--- config.mk ---
export PLATFORM = sky130hd
export DESIGN_NAME = bpu_update_unit
export DESIGN_NICKNAME = d
export VERILOG_FILES = /design/src/rtl/bpu_update_unit_pkg.sv /design/src/rtl/bpu_update_fifo.sv /design/src/rtl/bpu_update_unit.sv
export SDC_FILE = /design/constraint.sdc
export NUM_CORES = 1
export LEC_CHECK = 0
export ABC_AREA = 1
export CORE_UTILIZATION = 50
export DETAILED_ROUTE_END_ITERATION = 7
export PLACE_DENSITY_LB_ADDON = 0.12
export SLEW_MARGIN = 20
export SYNTH_ARGS = -nofsm -noshare
export SYNTH_HDL_FRONTEND = slang
export SYNTH_SLANG_ARGS = --single-unit
--- constraint.sdc ---
create_clock -name clk -period 5.7 [get_ports clk]
set_clock_uncertainty 0.2 [all_clocks]
set_input_delay 0.57 -clock clk [delete_from_list [all_inputs] [get_ports clk]]
set_output_delay 0.57 -clock clk [all_outputs]
set_load 0.1 [all_outputs]
--- src/rtl/bpu_update_unit_pkg.sv ---
// Shared types and constants for the branch-predictor update path.
// Holds the bpu_update_t request, the BTB entry layout and the LPHT counter rule.
package bpu_update_unit_pkg;

  localparam int BPU_PC_W        = 32;
  localparam int BPU_BTB_IDX_W   = 8;
  localparam int BPU_BHT_IDX_W   = 8;
  localparam int BPU_HIST_W      = 5;
  localparam int BPU_LPHT_IDX_W  = 8;
  localparam int BPU_BR_TYPE_W   = 2;
  localparam int BPU_BTB_TAG_W   = BPU_PC_W - BPU_BTB_IDX_W - 3;

  localparam logic [1:0] LPHT_CNT_MAX = 2'd3;
  localparam logic [1:0] LPHT_CNT_MIN = 2'd0;

  typedef struct packed {
    logic [BPU_PC_W-1:0]       pc;
    logic                      btb_update;
    logic                      bht_update;
    logic                      lpht_update;
    logic                      br_taken;
    logic                      flush;
    logic [BPU_BR_TYPE_W-1:0]  br_type;
    logic [BPU_PC_W-1:0]       br_target;
    logic [1:0]                lphr;
    logic [BPU_LPHT_IDX_W-1:0] lphr_index;
  } bpu_update_t;

  typedef struct packed {
    logic                     valid;
    logic [BPU_BTB_TAG_W-1:0] tag;
    logic [BPU_PC_W-1:0]      target;
    logic [BPU_BR_TYPE_W-1:0] br_type;
  } btb_entry_t;

  function automatic logic [1:0] lpht_next(input logic [1:0] lphr, input logic taken);
    logic [1:0] cnt;
    if (taken) cnt = (lphr == LPHT_CNT_MAX) ? LPHT_CNT_MAX : lphr + 2'd1;
    else       cnt = (lphr == LPHT_CNT_MIN) ? LPHT_CNT_MIN : lphr - 2'd1;
    return cnt;
  endfunction

  function automatic logic has_update(input bpu_update_t u);
    return u.btb_update | u.bht_update | u.lpht_update;
  endfunction

endpackage

--- src/rtl/bpu_update_fifo.sv ---
// Request queue with two ordered push ports (a before b) and one pop port.
// The count register is one bit wider than the pointers so full and empty differ.
module bpu_update_fifo
  import bpu_update_unit_pkg::*;
#(
  parameter int DEPTH = 4,
  parameter int CW    = $clog2(DEPTH) + 1
) (
  input  logic          clk,
  input  logic          rst_n,
  input  logic          push_a,
  input  bpu_update_t   data_a,
  input  logic          push_b,
  input  bpu_update_t   data_b,
  input  logic          pop,
  output bpu_update_t   head,
  output logic [CW-1:0] count
);

  localparam int PW = $clog2(DEPTH);

  bpu_update_t   mem [DEPTH];
  logic [PW-1:0] rd_ptr;
  logic [PW-1:0] wr_ptr;
  logic [PW-1:0] wr_ptr_b;
  logic [CW-1:0] n_push;

  // Port b lands behind port a when both push in the same cycle.
  assign wr_ptr_b = push_a ? wr_ptr + PW'(1) : wr_ptr;
  assign n_push   = CW'(push_a) + CW'(push_b);
  assign head     = mem[rd_ptr];

  always_ff @(posedge clk) begin
    if (!rst_n) begin
      rd_ptr <= '0;
      wr_ptr <= '0;
      count  <= '0;
    end else begin
      wr_ptr <= wr_ptr + PW'(n_push);
      rd_ptr <= rd_ptr + PW'(pop);
      count  <= count + n_push - CW'(pop);
    end
  end

  always_ff @(posedge clk) begin
    if (push_a) mem[wr_ptr]   <= data_a;
    if (push_b) mem[wr_ptr_b] <= data_b;
  end

endmodule

--- src/rtl/bpu_update_unit.sv ---
// Merges front-end and backend predictor updates and retires them through S1/S2 into BTB, BHT and LPHT.
// Define BPU_UPDATE_PERF_EN to add the S2 request and flush counters.
module bpu_update_unit
  import bpu_update_unit_pkg::*;
#(
  parameter int FIFO_DEPTH = 4,
  parameter int BTB_IDX_W  = BPU_BTB_IDX_W,
  parameter int BHT_IDX_W  = BPU_BHT_IDX_W,
  parameter int HIST_W     = BPU_HIST_W
) (
  input  logic                      clk,
  input  logic                      rst_n,
  input  bpu_update_t               fe_upd_i,
  input  logic                      fe_valid_i,
  output logic                      fe_ready_o,
  input  bpu_update_t               be_upd_i,
  input  logic                      be_valid_i,
  output logic                      be_ready_o,
  output logic [BHT_IDX_W-1:0]      bht_raddr_o,
  input  logic [HIST_W-1:0]         bht_rdata_i,
  output logic                      bht_we_o,
  output logic [BHT_IDX_W-1:0]      bht_waddr_o,
  output logic [HIST_W-1:0]         bht_wdata_o,
  output logic                      lpht_we_o,
  output logic [BPU_LPHT_IDX_W-1:0] lpht_waddr_o,
  output logic [1:0]                lpht_wdata_o,
  output logic                      btb_we_o,
  output logic [BTB_IDX_W-1:0]      btb_waddr_o,
  output btb_entry_t                btb_wdata_o,
  output logic                      idle_o
`ifdef BPU_UPDATE_PERF_EN
  ,
  output logic [31:0]               perf_upd_cnt_o,
  output logic [31:0]               perf_fe_flush_cnt_o
`endif
);

  localparam int CW = $clog2(FIFO_DEPTH) + 1;

  logic [CW-1:0] fifo_count;
  logic [CW-1:0] free_slots;
  logic          fifo_empty;
  bpu_update_t   fifo_head;
  logic          be_push;
  logic          fe_push;
  logic          push_a;
  logic          push_b;
  bpu_update_t   data_a;
  bpu_update_t   data_b;
  logic          pop;
  logic          s1_load;
  bpu_update_t   s1_next;

  logic          s1_valid;
  bpu_update_t   s1;
  logic          s2_valid;
  bpu_update_t   s2;

  logic                 fwd_valid;
  logic [BHT_IDX_W-1:0] fwd_idx;
  logic [HIST_W-1:0]    fwd_hist;

  logic [BHT_IDX_W-1:0] s2_bht_idx;
  logic [HIST_W-1:0]    hist_old;
  logic [HIST_W-1:0]    bht_new;
  logic                 wr_en;
  logic                 bht_we;
  logic                 lpht_we;
  logic                 btb_we;
  btb_entry_t           btb_entry;
  logic                 unused_s2;

  assign free_slots = CW'(FIFO_DEPTH) - fifo_count;
  assign fifo_empty = (fifo_count == '0);

  // Readies come from the registered count and be_valid_i only, never from fe_valid_i.
  always_comb begin
    be_ready_o = (free_slots != '0);
    fe_ready_o = (free_slots >= CW'(2)) | ((free_slots == CW'(1)) & ~be_valid_i);
  end

  assign be_push = be_valid_i & be_ready_o & has_update(be_upd_i);
  assign fe_push = fe_valid_i & fe_ready_o & has_update(fe_upd_i);

  // With an empty queue the oldest new request bypasses straight into S1.
  always_comb begin
    s1_load = 1'b0;
    s1_next = be_upd_i;
    pop     = 1'b0;
    push_a  = 1'b0;
    data_a  = be_upd_i;
    push_b  = 1'b0;
    data_b  = fe_upd_i;
    if (!fifo_empty) begin
      pop     = 1'b1;
      s1_load = 1'b1;
      s1_next = fifo_head;
      push_a  = be_push;
      push_b  = fe_push;
    end else if (be_push) begin
      s1_load = 1'b1;
      s1_next = be_upd_i;
      push_a  = fe_push;
      data_a  = fe_upd_i;
    end else if (fe_push) begin
      s1_load = 1'b1;
      s1_next = fe_upd_i;
    end
  end

  bpu_update_fifo #(
    .DEPTH (FIFO_DEPTH),
    .CW    (CW)
  ) u_fifo (
    .clk    (clk),
    .rst_n  (rst_n),
    .push_a (push_a),
    .data_a (data_a),
    .push_b (push_b),
    .data_b (data_b),
    .pop    (pop),
    .head   (fifo_head),
    .count  (fifo_count)
  );

  always_ff @(posedge clk) begin
    if (!rst_n) begin
      s1_valid  <= 1'b0;
      s1        <= '0;
      s2_valid  <= 1'b0;
      s2        <= '0;
      fwd_valid <= 1'b0;
      fwd_idx   <= '0;
      fwd_hist  <= '0;
    end else begin
      s1_valid <= s1_load;
      if (s1_load) s1 <= s1_next;
      s2_valid <= s1_valid;
      if (s1_valid) s2 <= s1;
      fwd_valid <= bht_we;
      fwd_idx   <= s2_bht_idx;
      fwd_hist  <= bht_new;
    end
  end

  assign bht_raddr_o = s1.pc[BHT_IDX_W+2:3];

  // The memory read for S2 was issued while the previous S2 was writing; take that write instead.
  always_comb begin
    s2_bht_idx = s2.pc[BHT_IDX_W+2:3];
    hist_old   = (fwd_valid && fwd_idx == s2_bht_idx) ? fwd_hist : bht_rdata_i;
    bht_new    = {hist_old[HIST_W-2:0], s2.br_taken};
  end

  always_comb begin
    wr_en   = rst_n & s2_valid;
    bht_we  = wr_en & s2.bht_update;
    lpht_we = wr_en & s2.lpht_update;
    btb_we  = wr_en & s2.btb_update;

    btb_entry         = '0;
    btb_entry.valid   = 1'b1;
    btb_entry.tag     = s2.pc[BPU_PC_W-1:BTB_IDX_W+3];
    btb_entry.target  = s2.br_target;
    btb_entry.br_type = s2.br_type;

    bht_we_o     = bht_we;
    bht_waddr_o  = bht_we ? s2_bht_idx : '0;
    bht_wdata_o  = bht_we ? bht_new : '0;
    lpht_we_o    = lpht_we;
    lpht_waddr_o = lpht_we ? s2.lphr_index : '0;
    lpht_wdata_o = lpht_we ? lpht_next(s2.lphr, s2.br_taken) : 2'd0;
    btb_we_o     = btb_we;
    btb_waddr_o  = btb_we ? s2.pc[BTB_IDX_W+2:3] : '0;
    btb_wdata_o  = btb_we ? btb_entry : '0;
  end

  assign idle_o    = fifo_empty & ~s1_valid & ~s2_valid;
  assign unused_s2 = ^{s2.pc[2:0], s2.flush};

`ifdef BPU_UPDATE_PERF_EN
  always_ff @(posedge clk) begin
    if (!rst_n) begin
      perf_upd_cnt_o      <= '0;
      perf_fe_flush_cnt_o <= '0;
    end else begin
      if (s2_valid)             perf_upd_cnt_o      <= perf_upd_cnt_o + 32'd1;
      if (s2_valid && s2.flush) perf_fe_flush_cnt_o <= perf_fe_flush_cnt_o + 32'd1;
    end
  end
`endif

endmodule

# Word level (Yosys, flattened, before mapping)

Memory sizes are Yosys's and may differ from the RTL's. A register that Yosys moved wholly into a read port is not among the register bits.
Cells that the tools add are included.

Bits in registers: 182
Bits in writable memories: 324
Input port bits: 171
Output and inout bits: 101
Word-level logic and storage cells: 91
Memories kept: 1

$add $sub $neg: 9
Order comparisons: 1
Equal/unequal tests: 3
Muxes and demuxes: 28
Bitwise operators: 19
Reductions and logical operators: 4

Memories:

| memory     | depth | width | read ports | clocked after memory_dff | write ports | line                  | RTL |
|---|---|---|---|---|---|---|---|
| u_fifo.mem | 4     | 81    | 1          | 1                        | 2           | bpu_update_fifo.sv:22 | `bpu_update_t mem [DEPTH];` |

Operator list:

| cell                | count |
|---|---|
| $mux 81             | 5 |
| $mux 56             | 1 |
| $mux 8              | 3 |
| $mux 2              | 6 |
| $and 1x1->1         | 11 |
| $mux 1              | 11 |
| $eq 8x8->1          | 1 |
| $mux 5              | 1 |
| $or 1x1->1          | 5 |
| $add 2x1->2 const B | 2 |
| $mux 4              | 1 |
| $add 3x3->3         | 1 |
| $eq 3x1->1 const B  | 1 |
| $ge 3x2->1 const B  | 1 |
| $logic_not 3->1     | 1 |
| $not 1->1           | 3 |
| $reduce_bool 3->1   | 1 |
| $sub 3x1->3         | 1 |
| $sub 3x3->3 const A | 1 |
| $add 1x1->2         | 1 |
| $add 2x1->2         | 1 |
| $add 2x2->2         | 1 |
| $eq 2x2->1 const B  | 1 |
| $logic_not 2->1     | 1 |
| other kinds (2)     | 2 |

# Depth between registers and ports, before layout

Gate-level depths: netlist of the first run.

Word-level depth: 11
Mapped depth: 17

# Modules after synthesis

A second synthesis of the first run with hierarchy kept.

Cells, all modules: 3797
Area, all modules: 28587.4 µm²

Modules (own cells, without submodules):

| module          | times used | cells an instance | area each (µm²) |
|---|---|---|---|
| bpu_update_fifo | 1          | 1971              | 17890.9 |
| bpu_update_unit | 1          | 1826              | 10696.5 |

# Least setup slack after synthesis of the first run

No wires, ideal clock.

Kind: reg2reg
From: register u_fifo.count[0]
To: memory u_fifo.mem[0][0] (netlist bit), enable pin
Data arrival time: 4.657 ns
Path slack: 0.406 ns
Stages on the path, launching flop included: 16
Buffers on the path: 2
Cells stage by stage: dfxtp_1 > inv_1 > ha_1 > ha_1 > inv_1 > nor2_1 > nand3_1 > nand2_4 > nand2_4 > nand2_2 > nand2_1 > nand2_2 > nand3_2 > buf_4 > buf_2 > nand2_1

RTL lines:

| element                | line                  | RTL |
|---|---|---|
| from (decl)            | bpu_update_fifo.sv:17 | `output logic [CW-1:0] count` |
| from (signal assigned) | bpu_update_fifo.sv:41 | `count <= count + n_push - CW'(pop);` |
| to (decl)              | bpu_update_fifo.sv:22 |  |

# Worst setup path after layout of the first run

From: register u_fifo.count[0]
To: output port idle_o

Longest elaborated chain between the ends: 3

RTL lines:

| element                  | line                   | RTL |
|---|---|---|
| $logic_not 3->1          | bpu_update_unit.sv:74  | `assign fifo_empty = (fifo_count == '0);` |
| $and 1x1->1 (2 in a row) | bpu_update_unit.sv:178 | `assign idle_o = fifo_empty & ~s1_valid & ~s2_valid;` |
| to (decl)                | bpu_update_unit.sv:30  | `output logic idle_o` |

No other way between the ends.

==> results.ini, run 1 <==
[sta]
min_period_ns=4.88
fin_crit_sh_pct=85.6
setup_tns_ns=0
worst_slew_pin_slew_ns=1.13
relSlewSlack_pct=24.7
hold_slack_ns=0.240
hold_viol=0
finalSetupViolations=0
slew_viol_final=0
fin_ws_ns=0.819
fmaxAchievable_mhz=205
rsz0062_at_grt=false

[placed_design]
io_buffers=262
dp_hpwl_um=43600
routabilityCongestion=0.806
post-place-ws_ns=0.958
dpl.cell_count=4015
place_area_sq_um=28800

[yosys]
yosysSeqAreaShare_pct=48.7
synth-simple-area-share_pct=22.3
ys_seq_elements=484
synth_warnings=0
synth_area_sq_um=26200
syn_inst=3330
synth_top_family_by_area=simple AND/OR/NAND/NOR gates
syn_avg_cell_area_sq_um=7.88
muxShareOfSynthArea_pct=2.94
syn_nets=3517
ys_types=31
synthXorXnorAreaFrac_pct=0.234
synthAdderAreaFrac_pct=0.791
synth_compound_area_share_pct=14.8

[layout]
final_util_pct=59.5
layout_commonest_cell=nand2_1
final_area_sq_um=30700
layout.cells.non_filler=4116
final_cell_mix=nand2_1, o21ai_0, a21oi_1, inv_1, nand4_1
layout.nets=3575
area_growth_pct=17.1
fillers=4512
drive_above_1_share_pct=4.46

[power]
power.density_nw_per_um2=550
finalPower_mw=16.9
leakage_nw=13.0
ir_worst_vdd_v=0.000629

[grt]
grt_max_degree=197
grt_pass1_wl_um=124000
grt_pass1_vias=22500
antenna_found_initial=8
grtUsageTotal_pct=29.7
overflow=0

[worst_setup_path]
worstPathRequired_ns=4.93
reg2reg_setup_slack_ns=1.33
start_kind=flop
arrival_ns=4.11
critPathMaxFanout=75
path_class=reg2out
crit_path_end_kind=output pin

[floorplanning]
dieArea_sq_um=53400
start_util_pct=50.8
die_y_um=231
coreArea_sq_um=51600
std_cell_rows=83
die_w_um=231
ios=272

[clocking]
ctsResizeCount=0
postCtsHoldBufs=0
htreeDepth=2
cts_tree=done
clk_pin_slew_ns=0.06
clock_latency_ns=0.62
numCtsBuffers=51
cts_sinks=484
cts.path.max_buffers=3
cts_setup_buffers=0
cts-root-buf=clkbuf_16

[detailed_routing]
drt-wirelength-per-cell_um=19.7
vias_per_cell=5.83
ant_nets=0
route.detailed.drc=0
dr_total_vias=24000
drt-pass1-iter-count=5
routed_wl_um=81200
drt_iter0_drc=2033

[outcome]
outcome=completed

[hold_path]
hold_path_class=reg2reg

[flow_run]
drv_cap=0

## power breakdown
part | switching, mW | leakage (nW) | internal [mW] | total (mW)
clock | 1.47 | 0.909 | 2.21 | 3.69
combinational | 5.63 | 7.85 | 2.02 | 7.65
sequential | 0.428 | 4.27 | 5.13 | 5.56
total | 7.53 | 13.0 | 9.36 | 16.9
## routing by layer
layer  track usage (%)  vias to the layer above  share of wire (%)
met3              5.08                      171                9.3
met1              38.7                    11200                 41
li1                  -                    11400                  -
met4              11.4                        4                2.7
met2              49.3                     1188                 47
met5                 0                        -              0.028
## logic make-up after synthesis
family	after synthesis
AOI/OAI and AO/OA	771
xor gates and xnor gates	7
adders and majority gates	16
buffers and inverters	648
DFF	484
muxes	77
and+or+nand+nor	1327
## registers in the layout (all words and copies together) (netlist names)
signal         cells
fwd_hist           4
fwd_idx            8
u_fifo.count       3
s2_valid           1
bht_new            1
bht_raddr_o        8
s1                69
btb_entry         55
s2                21
s1_valid           1
u_fifo.rd_ptr      2
u_fifo.wr_ptr      2
fwd_valid          1
u_fifo.mem       308
## critical path, cell delays in order (launching register included)
cell and delay, ns:
dfxtp_1 0.32, inv_1 0.11, ha_1 0.19, ha_1 0.65
inv_6 0.43, nor3_1 0.52, clkdlybuf4s50_1 1.23
## Yosys cell counts
cell / number / area [sq um]
dfxtp_1: 176 / 3520
inv_1: 351 / 1320
nand3_2: 4 / 40.0
a21oi_4: 1 / 16.3
nand4_1: 309 / 1930
nand2_4: 2 / 22.5
o211ai_1: 1 / 7.51
ha_1: 15 / 188
buf_4: 28 / 210
edfxtp_1: 308 / 9250
nand2_1: 810 / 3040
xnor2_1: 3 / 26.3
buf_2: 89 / 445
xor2_1: 4 / 35.0
a21oi_1: 374 / 1870
mux2i_1: 77 / 771
buf_1: 26 / 97.6
inv_2: 3 / 11.3
o22ai_1: 9 / 56.3
fa_1: 1 / 20.0
nor2_1: 182 / 683
o21a_1: 1 / 7.51
o21ai_0: 385 / 1930
clkinv_1: 1 / 3.75
buf_6: 7 / 78.8
nand3_1: 11 / 55.1
nor2_8: 1 / 20.0
nor3_1: 1 / 5.00
clkbuf_1: 143 / 537
nand2_2: 6 / 37.5
nand3b_1: 1 / 7.51
## path summary, 6_finish.rpt
path | startpoint | endpoint | cells past startpoint
hold / removal | s2[52] | fwd_idx[0] | 2
setup reg to reg | u_fifo.count[0] | u_fifo.mem[1][26] | 14
setup / recovery | u_fifo.count[0] | idle_o | 6
hold reg to reg | s2[52] | fwd_idx[0] | 2
## final cells by class
cell class / count / area (sq um) / area share [%]
repair buffers: 298 / 2950 / 9.59
multi-input cells: 2198 / 10900 / 35.6
inverters: 355 / 1340 / 4.36
clock inverters: 31 / 403 / 1.31
diodes: 5 / 12.5 / 0.0407
clock buffers: 65 / 1450 / 4.73
flip-flops and latches: 484 / 12800 / 41.6
well taps: 680 / 851 / 2.77
No activity file was read; power rests on OpenSTA's default activity.
==> run 2: changes to the inputs <==
--- a/config.mk
+++ b/config.mk
@@ -6,7 +6,9 @@
 export NUM_CORES = 1
 export LEC_CHECK = 0
 export ABC_AREA = 1
-export CORE_UTILIZATION = 50
+export CELL_PAD_IN_SITES_DETAIL_PLACEMENT = 0
+export CELL_PAD_IN_SITES_GLOBAL_PLACEMENT = 1
+export CORE_UTILIZATION = 43
 export DETAILED_ROUTE_END_ITERATION = 7
 export PLACE_DENSITY_LB_ADDON = 0.12
 export SLEW_MARGIN = 20
==> results.ini, run 2 (synthesis results as in run 1) <==
[outcome]
outcome=completed

[sta]
setup_tns_ns=0
hold_viol=0
fin_crit_sh_pct=82.8
worst_slew_pin_slew_ns=1.11
min_period_ns=4.72
fmaxAchievable_mhz=212
finalSetupViolations=0
slew_viol_final=0
rsz0062_at_grt=false
relSlewSlack_pct=25.6

[grt]
grtUsageTotal_pct=26.6
overflow=0
grt_max_degree=201
grt_pass1_vias=22900
grt_pass1_wl_um=130000
antenna_found_initial=4

[floorplanning]
coreArea_sq_um=60400
dieArea_sq_um=62000
die_w_um=249
die_y_um=249
ios=272
start_util_pct=43.5
std_cell_rows=90

[clocking]
clk_pin_slew_ns=0.06
numCtsBuffers=54
postCtsHoldBufs=0
clock_latency_ns=0.62
cts_sinks=484
htreeDepth=2
cts_tree=done
cts_setup_buffers=0
ctsResizeCount=0
cts.path.max_buffers=3
cts-root-buf=clkbuf_16

[worst_setup_path]
path_class=reg2out
start_kind=flop
critPathMaxFanout=47
arrival_ns=3.95
worstPathRequired_ns=4.93
crit_path_end_kind=output pin

[detailed_routing]
drt-wirelength-per-cell_um=19.9
route.detailed.drc=0
drt_iter0_drc=2078
ant_nets=0
drt-pass1-iter-count=5
vias_per_cell=5.57
dr_total_vias=23500
routed_wl_um=83900

[hold_path]
hold_path_class=reg2reg

[power]
power.density_nw_per_um2=542
leakage_nw=13.0
ir_worst_vdd_v=0.000606

[layout]
regMostFlops=u_fifo.mem
final_area_sq_um=30700
layout_commonest_cell=nand2_1
area_growth_pct=16.9
drive_above_1_share_pct=4.08
largest_reg_flops=308
final_cell_mix=nand2_1, o21ai_0, a21oi_1, inv_1, nand4_1
fillers=5770
layout.nets=3577

[placed_design]
place_area_sq_um=29000
io_buffers=262
routabilityCongestion=0.796
dp_hpwl_um=45700

[flow_run]
drv_cap=0

-- run 2: cell types whose count changed in the layout (fill, tap and decap cells not counted), moves of 3 or more --
cell | previous run | this run
clkinv_2 | 12 | 9
clkbuf_1 | 5 | 16
clkinv_1 | 4 | 9
bufinv_16 | 9 | 1
diode_2 | 5 | 1
clkbuf_16 | 54 | 57
-- run 2: layer usage --
| metal | up-vias | GRT usage [%] | part of all wire [%] | wire (um) |
|---|---|---|---|---|
| met1 | 11100 | 35.1 | 44 | 36600 |
| met5 | - | 0 | 0.029 | 24 |
| met2 | 839 | 44.8 | 47 | 39800 |
| met4 | 4 | 8.25 | 2.3 | 1940 |
| met3 | 156 | 4.12 | 6.6 | 5550 |
| li1 | 11400 | - | - | - |
-- run 2: path summary, 6_finish.rpt --
kind,startpoint,endpoint,slack (ns),cells past startpoint
max,u_fifo.count[0],idle_o,0.98,6
min,s2[55],fwd_idx[3],0.24,2
max reg2reg,u_fifo.count[1],u_fifo.mem[2][4],1.31,14
min reg2reg,s2[55],fwd_idx[3],0.24,2
-- run 2: worst max-delay path, cell delays in order, from the launching register on --
cell and delay, ns:
dfxtp_1 0.31, inv_1 0.10, ha_1 0.18, ha_1 0.66
inv_6 0.35, nor3_1 0.49, clkdlybuf4s50_1 1.24
-- run 2: metrics by stage --
stage                     utilization, %  hold WS [ns]  total power, mW  setup slack (ns)  cells
final                               50.8         0.244             16.6             0.982   4217
after global routing                50.8         0.267             17.8             0.837   4217
after detailed placement            48.0         0.237             13.2              1.02   4116
after CTS                           50.8         0.225             16.7             0.977   4216
after global placement              48.0         0.231             13.0              1.05   4116
after floorplan                        -         0.219             11.1             0.406   3330
-- run 2: area by class of cell --
cell class                      instances  area, sq um  area share (%)
Sequential cell                       484        12800            41.7
Multi-Input combinational cell       2198        10900            35.7
Timing Repair Buffer                  297         2920            9.52
Clock buffer                           81         1600            5.21
Inverter                              355         1340            4.37
Tap cell                              782          978            3.19
Clock inverter                         19          113           0.367
Antenna cell                            1         2.50         0.00816
-- run 2: power breakdown --
group          internal (mW)  total, mW  switching, mW
Combinational           2.00       7.65           5.65
Sequential              5.14       5.55          0.410
Clock                   1.97       3.42           1.45
